===== src/rtl/shift_seq_pkg.sv =====
// shift_seq_pkg: mode encodings, LFSR tap table and seed helper for shift_seq_counter
package shift_seq_pkg;

    typedef enum logic [1:0] {
        MODE_RING    = 2'b00,
        MODE_JOHNSON = 2'b01,
        MODE_LFSR    = 2'b10,
        MODE_HOLD    = 2'b11
    } mode_e;

    // Masks m give x^W + sum(m_i x^i) primitive, so fb = ^(q & m) fed into the MSB
    // of a right shift yields a maximal-length sequence for widths 3..8.
    function automatic logic [7:0] lfsr_taps(input int width);
        return width == 5 ? 8'h05 : width == 8 ? 8'h1D : 8'h03;
    endfunction

    function automatic logic [7:0] seed(input mode_e mode, input int width);
        return mode == MODE_JOHNSON ? 8'h00 : 8'h01 << (width - 1);
    endfunction

endpackage


===== src/rtl/shift_seq_legal.sv =====
// shift_seq_legal: combinational legality check and seed value for the selected mode
//   q     in  WIDTH  current counter state
//   mode  in  2      mode whose rules apply
//   legal out 1      q is a member of that mode's sequence (always 1 in hold)
//   seed  out WIDTH  restart value for that mode
module shift_seq_legal
    import shift_seq_pkg::*;
#(
    parameter int WIDTH = 4
) (
    input  logic [WIDTH-1:0] q,
    input  mode_e            mode,
    output logic             legal,
    output logic [WIDTH-1:0] seed
);

    localparam logic [7:0] SEED_ONE = shift_seq_pkg::seed(MODE_RING, WIDTH);
    localparam logic [7:0] SEED_JOH = shift_seq_pkg::seed(MODE_JOHNSON, WIDTH);

    assign seed = mode == MODE_JOHNSON ? SEED_JOH[WIDTH-1:0] : SEED_ONE[WIDTH-1:0];

    // A Johnson state has at most one boundary between its run of ones and zeros.
    assign legal = mode == MODE_RING    ? $countones(q) == 1 :
                   mode == MODE_JOHNSON ? $countones(q[WIDTH-2:0] ^ q[WIDTH-1:1]) <= 1 :
                   mode == MODE_LFSR    ? |q : 1'b1;

endmodule


===== src/rtl/shift_seq_counter.sv =====
// shift_seq_counter: run-time selectable ring / Johnson / LFSR shift-sequence counter
//   clk   in  1      rising-edge clock
//   clr   in  1      asynchronous active-high reset
//   en    in  1      advance one step per clock
//   mode  in  2      00 ring, 01 Johnson, 10 LFSR, 11 hold
//   dir   in  1      0 shift right, 1 shift left (ignored for LFSR)
//   ld    in  1      synchronous parallel load of din
//   din   in  WIDTH  load value
//   q     out WIDTH  counter state
//   wrap  out 1      pulse: last normal step returned q to the seed
//   err   out 1      sticky: an illegal state was corrected
module shift_seq_counter
    import shift_seq_pkg::*;
#(
    parameter int WIDTH = 4
) (
    input  logic             clk,
    input  logic             clr,
    input  logic             en,
    input  logic [1:0]       mode,
    input  logic             dir,
    input  logic             ld,
    input  logic [WIDTH-1:0] din,
    output logic [WIDTH-1:0] q,
    output logic             wrap,
    output logic             err
);

    localparam logic [7:0] TAPS  = lfsr_taps(WIDTH);
    localparam logic [7:0] RST_Q = shift_seq_pkg::seed(MODE_RING, WIDTH);

    mode_e            mode_i, mode_q;
    logic             legal, reseed, adv, norm, fb;
    logic [WIDTH-1:0] seed, step, q_n;

    assign mode_i = mode_e'(mode);

    shift_seq_legal #(.WIDTH(WIDTH)) u_legal (
        .q     (q),
        .mode  (mode_i),
        .legal (legal),
        .seed  (seed)
    );

    // A step only happens when mode_i == mode_q, so the legality/seed of mode_i
    // serve both the reseed and the step-correction paths.
    assign reseed = mode_i != MODE_HOLD && mode_i != mode_q;
    assign adv    = en && mode_i != MODE_HOLD;
    assign norm   = adv && !ld && !reseed;
    assign fb     = ^(q & TAPS[WIDTH-1:0]);

    assign step = mode_q == MODE_LFSR    ? {fb, q[WIDTH-1:1]} :
                  mode_q == MODE_JOHNSON ? (dir ? {q[WIDTH-2:0], ~q[WIDTH-1]} : {~q[0], q[WIDTH-1:1]}) :
                  dir ? {q[WIDTH-2:0], q[WIDTH-1]} : {q[0], q[WIDTH-1:1]};

    assign q_n = ld ? din : reseed ? seed : !norm ? q : legal ? step : seed;

    always_ff @(posedge clk or posedge clr) begin
        if (clr) begin
            q      <= RST_Q[WIDTH-1:0];
            mode_q <= MODE_RING;
            wrap   <= 1'b0;
            err    <= 1'b0;
        end else begin
            q      <= q_n;
            mode_q <= reseed ? mode_i : mode_q;
            wrap   <= norm && legal && step == seed;
            err    <= err | (norm && !legal);
        end
    end

endmodule


===== config.mk =====
export PLATFORM = sky130hd
export DESIGN_NAME = shift_seq_counter
export DESIGN_NICKNAME = d
export VERILOG_FILES = /design/src/rtl/shift_seq_pkg.sv /design/src/rtl/shift_seq_legal.sv /design/src/rtl/shift_seq_counter.sv
export SDC_FILE = /design/constraint.sdc
export NUM_CORES = 1
export LEC_CHECK = 0
export CAP_MARGIN = 5
export CORE_AREA = 2 2 57 59
export DETAILED_ROUTE_END_ITERATION = 7
export DIE_AREA = 0 0 59 61
export GPL_TIMING_DRIVEN = 0
export PLACE_DENSITY = 0.52
export SETUP_SLACK_MARGIN = 0.2
export SLEW_MARGIN = 0
export SYNTH_ARGS = -nofsm -noshare
export SYNTH_HDL_FRONTEND = slang
export SYNTH_SLANG_ARGS = --single-unit

===== constraint.sdc =====
create_clock -name clk -period 4.8 [get_ports clk]
set_input_delay 0.96 -clock clk [delete_from_list [all_inputs] [get_ports clk]]
set_output_delay 0.96 -clock clk [all_outputs]
set_load 0.05 [all_outputs]

==> results of run 1 <==
sequential cells by signal (all words and copies together), names as in the netlist:
register and count:
mode_q 2, wrap 1, q 4, err 1
cell usage after synthesis, types with 2 or more instances:
cell type	instances
o31ai_1	3
nand2b_1	3
nand2_1	7
buf_2	2
a21oi_1	3
nor2_1	4
ha_1	6
dfrtp_1	7
xnor2_1	2
inv_1	13
xor2_1	3
nor2b_1	2
mux2i_1	2
a31oi_1	2
a22oi_1	3
layer usage:
layer | up-vias | routed length (um) | GRT usage | part of all wire
li1 | 354 | - | - | -
met1 | 332 | 902 | 0.164 | 0.47
met2 | 19 | 912 | 0.186 | 0.48
met3 | 4 | 74 | 0.0107 | 0.039
met4 | 0 | 30 | 0.0714 | 0.016
met5 | - | 0 | 0 | 0
report_power, final:
| part | internal [mW] | leakage [nW] | switching [mW] |
|---|---|---|---|
| registers | 0.0786 | 0.0974 | 0.0121 |
| logic | 0.0624 | 0.316 | 0.0900 |
| clock network | 0.0319 | 0.0150 | 0.0254 |
| total | 0.173 | 0.429 | 0.128 |
final timing paths:
kind,startpoint,endpoint,cells after the start
min reg2reg,err,err,1
max reg2reg,q[3],wrap,8
max,q[3],q[3],1
min in group asynchronous,clr,wrap,2
max in group asynchronous,clr,q[3],2
min,err,err,1
cells by family after synthesis:
logic type | count (synthesis)
buf+inv | 17
compound gates | 26
mux | 2
simple gates | 24
xor+xnor | 5
flops | 8
fa+ha+maj | 7
area by class of cell:
cell class / count / area, um^2
Fill cell: 335 / 1960
Tap cell: 33 / 41.3
Multi-Input combinational cell: 64 / 514
Sequential cell: 8 / 201
Clock buffer: 4 / 26.3
Inverter: 13 / 48.8
Timing Repair Buffer: 14 / 140
Buffer: 4 / 25.0
stage by stage:
step	utilization	power (mW)	worst slack, ps
4_1_cts	0.338	0.305	2160
5_1_grt	0.338	0.322	2080
2_1_floorplan	-	0.199	2160
3_5_place_dp	0.329	0.245	1940
6_report	0.338	0.300	2170
3_3_place_gp	0.329	0.244	1950
==> impl_metrics.csv, run 1 <==
group,metric,value,unit
clocking,cts_tree,"done",
drt,drc_errors,0,
die,die-area,0.00360,mm^2
clocking,postCtsSetupBuffers,0,
power,p_per_area,301,mW/mm^2
timing,hold_violations,0,
synthesis,synth_top_family_by_area,"compound AO/OA/AOI/OAI gates",
flow_run,cap_violations,0,
timing,rsz0062_at_grt,"no",
status,status,"finished clean",
synthesis,synth_area,790,um^2
place,place_congestion,0.825,
timing,setup_violations,0,
die,fp.dieH,61,um
layout,diodes,0,
synthesis,async_flop_share,1.00,
clocking,cts_buffer_depth,2,
critical_path,cp_slowest_cell,"clkdlybuf4s50_1",
grt,antenna_found_initial,0,
synthesis,synth_compound_area_frac,0.271,
min_path,hold_class,"register to register",
place,postPlaceCellArea,971,um^2
critical_path,critPathTopFamily,"buffers and inverters",
drt,drt-total-wl,1920,um
drt,dr.pass1.iters,4,
grt,grt_pass1_vias,705,
timing,fin_crit,2630,ps
place,post-dp-hpwl,1470,um
die,row_count,20,
critical_path,critPathBufInv,1,
critical_path,max_stage_delay,820,ps
grt,grt_max_degree,11,
clocking,clk_latency,260,ps
layout,final_cell_mix,"clkdlybuf4s50_1, inv_1, nand2_1, dfrtp_1, ha_1",
die,ios,17,
critical_path,crit_path_max_fanout,6,
synthesis,synth_fp_nets,107,
drt,vias_per_cell,5.06,
critical_path,required,3840,ps
critical_path,critPathCaptureType,"primary output",
critical_path,crit_type,"register to primary output",
place,dpl.cell_count,136,
grt,overflow,0,
clocking,post_cts_resized,0,
power,worst_ir_drop_vdd,193,uV
grt,track_usage,0.120,
synthesis,synth_edf_count,0,
clocking,ctsHoldBuffers,0,
die,die_x,59,um
die,start_util,0.267,
timing,worst_pin_slew,509,ps
timing,finalCritPeriodShare,0.548,
critical_path,start_kind,"register",
synthesis,netlist.area_leader.share,0.222,
clocking,ctsRootBufferMaster,"clkbuf_4",
die,core_area,0.00295,mm^2
synthesis,ys.flop_type,"dfrtp_1",
timing,skew,12.3,ps
critical_path,cp.arrival,1670,ps
layout,area.growth.synth_to_final,26.3,%
timing,timing.hold.ws,483,ps
place,place.port_buffers,14,
layout,final_cells,140,
timing,maxSlewViolCount,0,
timing,fin_tns_setup,0,ps
timing,max_freq,380,MHz
layout,finalInstanceArea,997,um^2
drt,ant_nets,0,
synthesis,yosysUniqueCellTypes,42,
synthesis,synthCells,89,
clocking,clock_sinks,8,
drt,wl_per_cell,13.7,um
layout,drive_gt1_frac,0.103,
synthesis,synth-simple-area-share,0.179,
layout,final_common_cell,"clkdlybuf4s50_1",
clocking,cts_buffers,3,
drt,drt_iter0_drc,9,
synthesis,yosys.area_share.adder,0.120,
synthesis,synth-xor-area-share,0.0555,
power,leakage,0.429,nW
clocking,clk_pin_slew,50,ps
synthesis,synth_warnings,0,
synthesis,seq_area_frac_synth,0.255,
critical_path,crit_chain,"clkdlybuf4s50_1",
synthesis,yosys.area.top_type,"dfrtp_1",
layout,nNetsFinal,126,
timing,timing.slew.headroom,0.661,
grt,grt_first_pass_wirelength,3240,um
synthesis,syn_area_per_cell,8.87,um^2
synthesis,ys_ff_latch,8,
drt,num_vias,709,
clocking,htree_levels,1,
synthesis,synthTopCellsByArea,"dfrtp_1, ha_1, inv_1, dfstp_2, nand2_1",
critical_path,r2r_slack,2210,ps
synthesis,muxShareOfSynthArea,0.0254,
Note: power is estimated with default switching activity, not from simulation.
==> inputs of run 2 (changes only) <==
--- a/config.mk
+++ b/config.mk
@@ -10,7 +10,7 @@
 export DETAILED_ROUTE_END_ITERATION = 7
 export DIE_AREA = 0 0 59 61
 export GPL_TIMING_DRIVEN = 0
-export PLACE_DENSITY = 0.52
+export PLACE_DENSITY = 0.54
 export SETUP_SLACK_MARGIN = 0.2
 export SLEW_MARGIN = 0
 export SYNTH_ARGS = -nofsm -noshare
==> constraint.sdc (replaced) <==
create_clock -name clk -period 2.25 [get_ports clk]
set_input_delay 0.45 -clock clk [delete_from_list [all_inputs] [get_ports clk]]
set_output_delay 0.45 -clock clk [all_outputs]
set_load 0.05 [all_outputs]
==> run 2 against run 1 <==
Net effect: the flow now finishes with violations (negative setup slack); critical endpoint is now q[0]; largest power group unchanged; die area did not move; critical path type is now register to register; clock power rose by 110%; core utilization rose by 3.1 points; worst hold slack got worse by 33 ps; worst setup slack got worse by 2400 ps.
==> impl_metrics.csv, run 2 (synthesis gave the netlist of run 1 again) <==
group,metric,value,unit
status,status,"finished with violations",
status,violations,"negative setup slack",
die,die-area,0.00360,mm^2
critical_path,cp_slowest_cell,"dfstp_4",
layout,top_register,"q",
critical_path,cp.arrival,2610,ps
timing,fin_crit,2450,ps
critical_path,required,2410,ps
critical_path,cp.depth,8,
grt,antenna_found_initial,0,
layout,area.growth.synth_to_final,38.0,%
timing,setup_violations,6,
critical_path,crit_chain,"inv_4 -> ha_4 -> nand2_2 -> fa_1 -> a311oi_1 -> a311o_1 -> nand2b_4 -> o31ai_2",
grt,track_usage,0.117,
grt,grt_pass1_vias,700,
critical_path,critPathTopFamily,"adder cells",
clocking,cts_tree,"done",
critical_path,critPathLaunch,"q[3]",
layout,largest_registers,"q: 4 flops, mode_q: 2 flops",
power,p_per_area,650,mW/mm^2
clocking,cts_buffers,3,
critical_path,critPathCaptureType,"register",
critical_path,r2r.worst_path.cells,8,
power,power.internal,0.409,mW
place,place_congestion,0.744,
power,p_seq_frac,0.279,
power,switchingPower,0.300,mW
place,post-dp-hpwl,1470,um
flow_run,cap_violations,0,
critical_path,max_stage_delay,640,ps
die,ios,17,
critical_path,r2r_slack,-200,ps
layout,largest_register_ff_count,4,
timing,hold_violations,0,
critical_path,critPathBufInv,1,
layout,final_cell_mix,"clkdlybuf4s50_1, inv_1, nand2_1",
critical_path,start_kind,"register",
die,die_x,59,um
clocking,ctsRootBufferMaster,"clkbuf_4",
clocking,clock_sinks,8,
clocking,cts_buffer_depth,2,
drt,num_vias,765,
layout,fillCellCount,307,
power,p_sw_frac,0.423,
die,row_count,20,
grt,overflow,0,
power,comb_power_share,0.552,
layout,final_common_cell,"clkdlybuf4s50_1",
min_path,hold_class,"input pin to async pin",
power,leakage,0.465,nW
power,p_clk_frac,0.169,
clocking,clk_pin_slew,60,ps
drt,wl_per_cell,13.9,um
clocking,clk_latency,250,ps
place,postPlaceCellArea,996,um^2
timing,timing.slew.headroom,0.667,
place,place.port_buffers,14,
clocking,htree_levels,1,
drt,ant_nets,0,
grt,grt_first_pass_wirelength,3170,um
drt,drt-total-wl,2020,um
clocking,ctsHoldBuffers,0,
drt,vias_per_cell,5.28,
timing,rsz0062_at_grt,"yes",
layout,utilization,0.369,
die,fp.dieH,61,um
timing,timing.hold.ws,449,ps
layout,nNetsFinal,131,
timing,finalCritPeriodShare,1.09,
drt,drt_iter0_drc,22,
critical_path,crit_path_max_fanout,4,
layout,diodes,0,
timing,maxSlewViolCount,0,
timing,skew,4.01,ps
layout,finalInstanceArea,0.00109,mm^2
grt,grt_max_degree,11,
critical_path,endpoint,"q[0]",
die,core_area,0.00295,mm^2
layout,drive_gt1_frac,0.232,
timing,timing.final.ws_setup,-201,ps
die,start_util,0.267,
drt,dr.pass1.iters,4,
timing,worst_pin_slew,498,ps
drt,drc_errors,0,
critical_path,crit_type,"register to register",
critical_path,r2r_start,"q[3]",
critical_path,worstReg2RegEnd,"q[0]",
power,worst_ir_drop_vdd,432,uV
timing,max_freq,408,MHz
run 2: final cells by class:
| type | count | area (um^2) | share of cell area |
|---|---|---|---|
| Buffer | 4 | 25.0 | 0.0230 |
| Clock buffer | 4 | 26.3 | 0.0241 |
| Inverter | 13 | 51.3 | 0.0471 |
| Multi-Input combinational cell | 64 | 561 | 0.514 |
| Sequential cell | 8 | 209 | 0.192 |
| Tap cell | 33 | 41.3 | 0.0379 |
| Timing Repair Buffer | 19 | 176 | 0.162 |
run 2: worst reg2reg max path: cells and delay by family, from the launching register on:
| family | cells | cell delay (ps) |
|---|---|---|
| flops | 1 | 640 |
| fa+ha+maj | 2 | 750 |
| buf+inv | 1 | 40 |
| simple gates | 2 | 260 |
| compound gates | 3 | 660 |
run 2: routing by layer:
| metal | wire [um] | up-vias | track usage |
|---|---|---|---|
| met5 | 0 | - | 0 |
| met4 | 28 | 0 | 0.0584 |
| met3 | 75 | 4 | 0.00640 |
| met2 | 965 | 24 | 0.194 |
| met1 | 947 | 371 | 0.155 |
| li1 | - | 366 | - |
run 2: how the worst min path moves through the flow:
stage	to	cells after the start
after floorplan	err	1
after global placement	err	1
after detailed placement	err	1
after CTS	wrap	2
after global routing	err	2
final	q[0]	2
run 2: timing repair:
action                     4_1_cts  5_1_grt
pin swaps                        2        3
buffers inserted                 3        2
setup endpoints to repair        7        6
gates resized for setup          5        1
gates cloned                     0        0
run 2: per-stage QoR:
step | std cells | setup slack, ps | power, mW | TNS [ps]
after floorplan | 89 | -151 | 0.441 | -739
after global placement | 136 | -288 | 0.540 | -1190
after detailed placement | 136 | -265 | 0.538 | -1000
after CTS | 143 | -199 | 0.691 | -970
after global routing | 145 | -293 | 0.754 | -1390
final | 145 | -201 | 0.708 | -952
run 2: power groups by stage:
| stage | registers [mW] | logic (mW) | clock network [mW] |
|---|---|---|---|
| floorplan | 0.263 | 0.177 | 0 |
| global route | 0.201 | 0.422 | 0.131 |
| finish | 0.198 | 0.391 | 0.120 |
| detailed placement | 0.202 | 0.336 | 0 |
| CTS | 0.198 | 0.369 | 0.124 |
| global placement | 0.202 | 0.337 | 0 |
==> inputs of run 3 (changes only) <==
--- a/config.mk
+++ b/config.mk
@@ -6,11 +6,14 @@
 export NUM_CORES = 1
 export LEC_CHECK = 0
 export CAP_MARGIN = 5
+export CELL_PAD_IN_SITES_DETAIL_PLACEMENT = 1
+export CELL_PAD_IN_SITES_GLOBAL_PLACEMENT = 1
 export CORE_AREA = 2 2 57 59
 export DETAILED_ROUTE_END_ITERATION = 7
 export DIE_AREA = 0 0 59 61
 export GPL_TIMING_DRIVEN = 0
-export PLACE_DENSITY = 0.54
+export MAX_ROUTING_LAYER = met4
+export PLACE_DENSITY = 0.67
 export SETUP_SLACK_MARGIN = 0.2
 export SLEW_MARGIN = 0
 export SYNTH_ARGS = -nofsm -noshare
==> run 3 against run 2 <==
Net effect: the run still ends with negative setup slack left; core utilization shrank 0.51 points; clock skew grew 1.0 ps; via count shrank 4.1%; worst hold slack lost 5.1 ps; register-to-register slack lost 50 ps; die area is the same; flip-flop and latch count is the same; combinational power shrank 3%; worst setup slack lost 47 ps; sequential share of layout area grew 0.27 points; critical path depth is the same.
==> impl_metrics.csv, run 3 (synthesis gave the netlist of run 1 again) <==
group,metric,value,unit
critical_path,required,2420,ps
layout,final_common_cell,"clkdlybuf4s50_1",
layout,seqCellArea,209,um^2
drt,drt-total-wl,2190,um
clocking,ctsRootBufferMaster,"clkbuf_4",
die,die-area,0.00360,mm^2
timing,worst_pin_slew,530,ps
place,place.port_buffers,14,
layout,finalInstanceArea,0.00107,mm^2
layout,drive_gt1_frac,0.225,
timing,hold_violations,0,
timing,timing.slew.headroom,0.646,
min_path,hold_class,"input pin to async pin",
layout,nNetsFinal,130,
drt,drc_errors,0,
grt,overflow,0,
critical_path,crit_type,"register to register",
status,status,"finished with violations",
grt,track_usage,0.142,
clocking,clk_pin_slew,60,ps
layout,largest_registers,"q: 4 flops, mode_q: 2 flops",
clocking,clk_latency,260,ps
die,fp.dieH,61,um
timing,max_freq,400,MHz
drt,dr.pass1.iters,4,
status,violations,"negative setup slack",
die,ios,17,
timing,fin_crit,2500,ps
die,die_x,59,um
clocking,clock_sinks,8,
place,place_congestion,0.780,
timing,timing.final.ws_setup,-248,ps
layout,multi_input_area,552,um^2
grt,antenna_found_initial,0,
clocking,cts_tree,"done",
power,p_per_area,651,mW/mm^2
place,post-dp-hpwl,1670,um
timing,skew,5.02,ps
drt,num_vias,734,
grt,grt_first_pass_wirelength,3790,um
clocking,htree_levels,1,
die,core_area,0.00295,mm^2
timing,setup_violations,6,
critical_path,crit_path_max_fanout,3,
layout,top_register,"q",
power,leakage,0.451,nW
drt,vias_per_cell,5.10,
timing,fin_tns_setup,-1230,ps
layout,largest_register_ff_count,4,
drt,wl_per_cell,15.2,um
die,row_count,20,
layout,area.growth.synth_to_final,36.1,%
power,worst_ir_drop_vdd,430,uV
clocking,cts_buffer_depth,2,
grt,grt_pass1_vias,808,
layout,diodes,0,
place,postPlaceCellArea,996,um^2
critical_path,critPathCaptureType,"register",
critical_path,cp.arrival,2670,ps
layout,fillCellCount,353,
clocking,ctsHoldBuffers,0,
timing,maxSlewViolCount,0,
critical_path,start_kind,"register",
layout,final_cell_mix,"clkdlybuf4s50_1, inv_1, nand2_1",
clocking,cts_buffers,3,
drt,ant_nets,0,
flow_run,cap_violations,0,
grt,grt_max_degree,11,
timing,finalCritPeriodShare,1.11,
drt,drt_iter0_drc,9,
die,start_util,0.267,
timing,rsz0062_at_grt,"yes",
-- run 3: per-stage QoR --
stage          std cells  hold slack, ps  worst slack, ps  power (mW)  utilization
2_1_floorplan         89             265             -151       0.441            -
3_3_place_gp         136             465             -304       0.540        0.337
3_5_place_dp         136             457             -308       0.544        0.337
4_1_cts              144             446             -235       0.708        0.364
5_1_grt              144             477             -331       0.754        0.364
6_report             144             444             -248       0.700        0.364
-- run 3: final timing paths --
path	startpoint	to	slack, ps	cells after the start
max	q[3]	q[3]	-250	8
min reg2reg	err	err	500	1
max in group asynchronous	clr	q[3]	1520	2
min in group clk	err	err	500	1
max reg2reg	q[3]	q[3]	-250	8
min	clr	mode_q[1]	440	2
-- run 3: timing repair --
action	4_1_cts	5_1_grt
pin swaps	2	0
setup buffers	4	0
setup endpoints to repair	7	7
resized for setup	5	1
-- run 3: final cells by class --
| cell class | instances | area share |
|---|---|---|
| inverter | 13 | 0.0477 |
| timing repair buffer | 18 | 0.158 |
| buffer | 4 | 0.0233 |
| sequential | 8 | 0.194 |
| clock buffer | 4 | 0.0244 |
| tap | 33 | 0.0384 |
| multi-input combinational | 64 | 0.513 |
-- run 3: layer usage --
metal,part of all wire,global-route usage,vias to the layer above
li1,-,-,361
met1,0.48,0.179,356
met2,0.48,0.243,17
met3,0.032,0.0128,0
met4,0,0.0422,0
met5,0,-,-
-- run 3: report_power, final --
part           internal, mW  total, mW  switching, mW
clock                0.0681      0.121         0.0533
combinational         0.163      0.380          0.217
sequential            0.171      0.198         0.0270
-- run 3: worst max-delay path: stages, from the launching register on --
cell and delay (ps):
dfstp_4 650, inv_4 50, ha_4 270, nand2_2 60
fa_1 490, a311oi_1 90, a311o_1 330, o311ai_2 330
o211ai_1 140
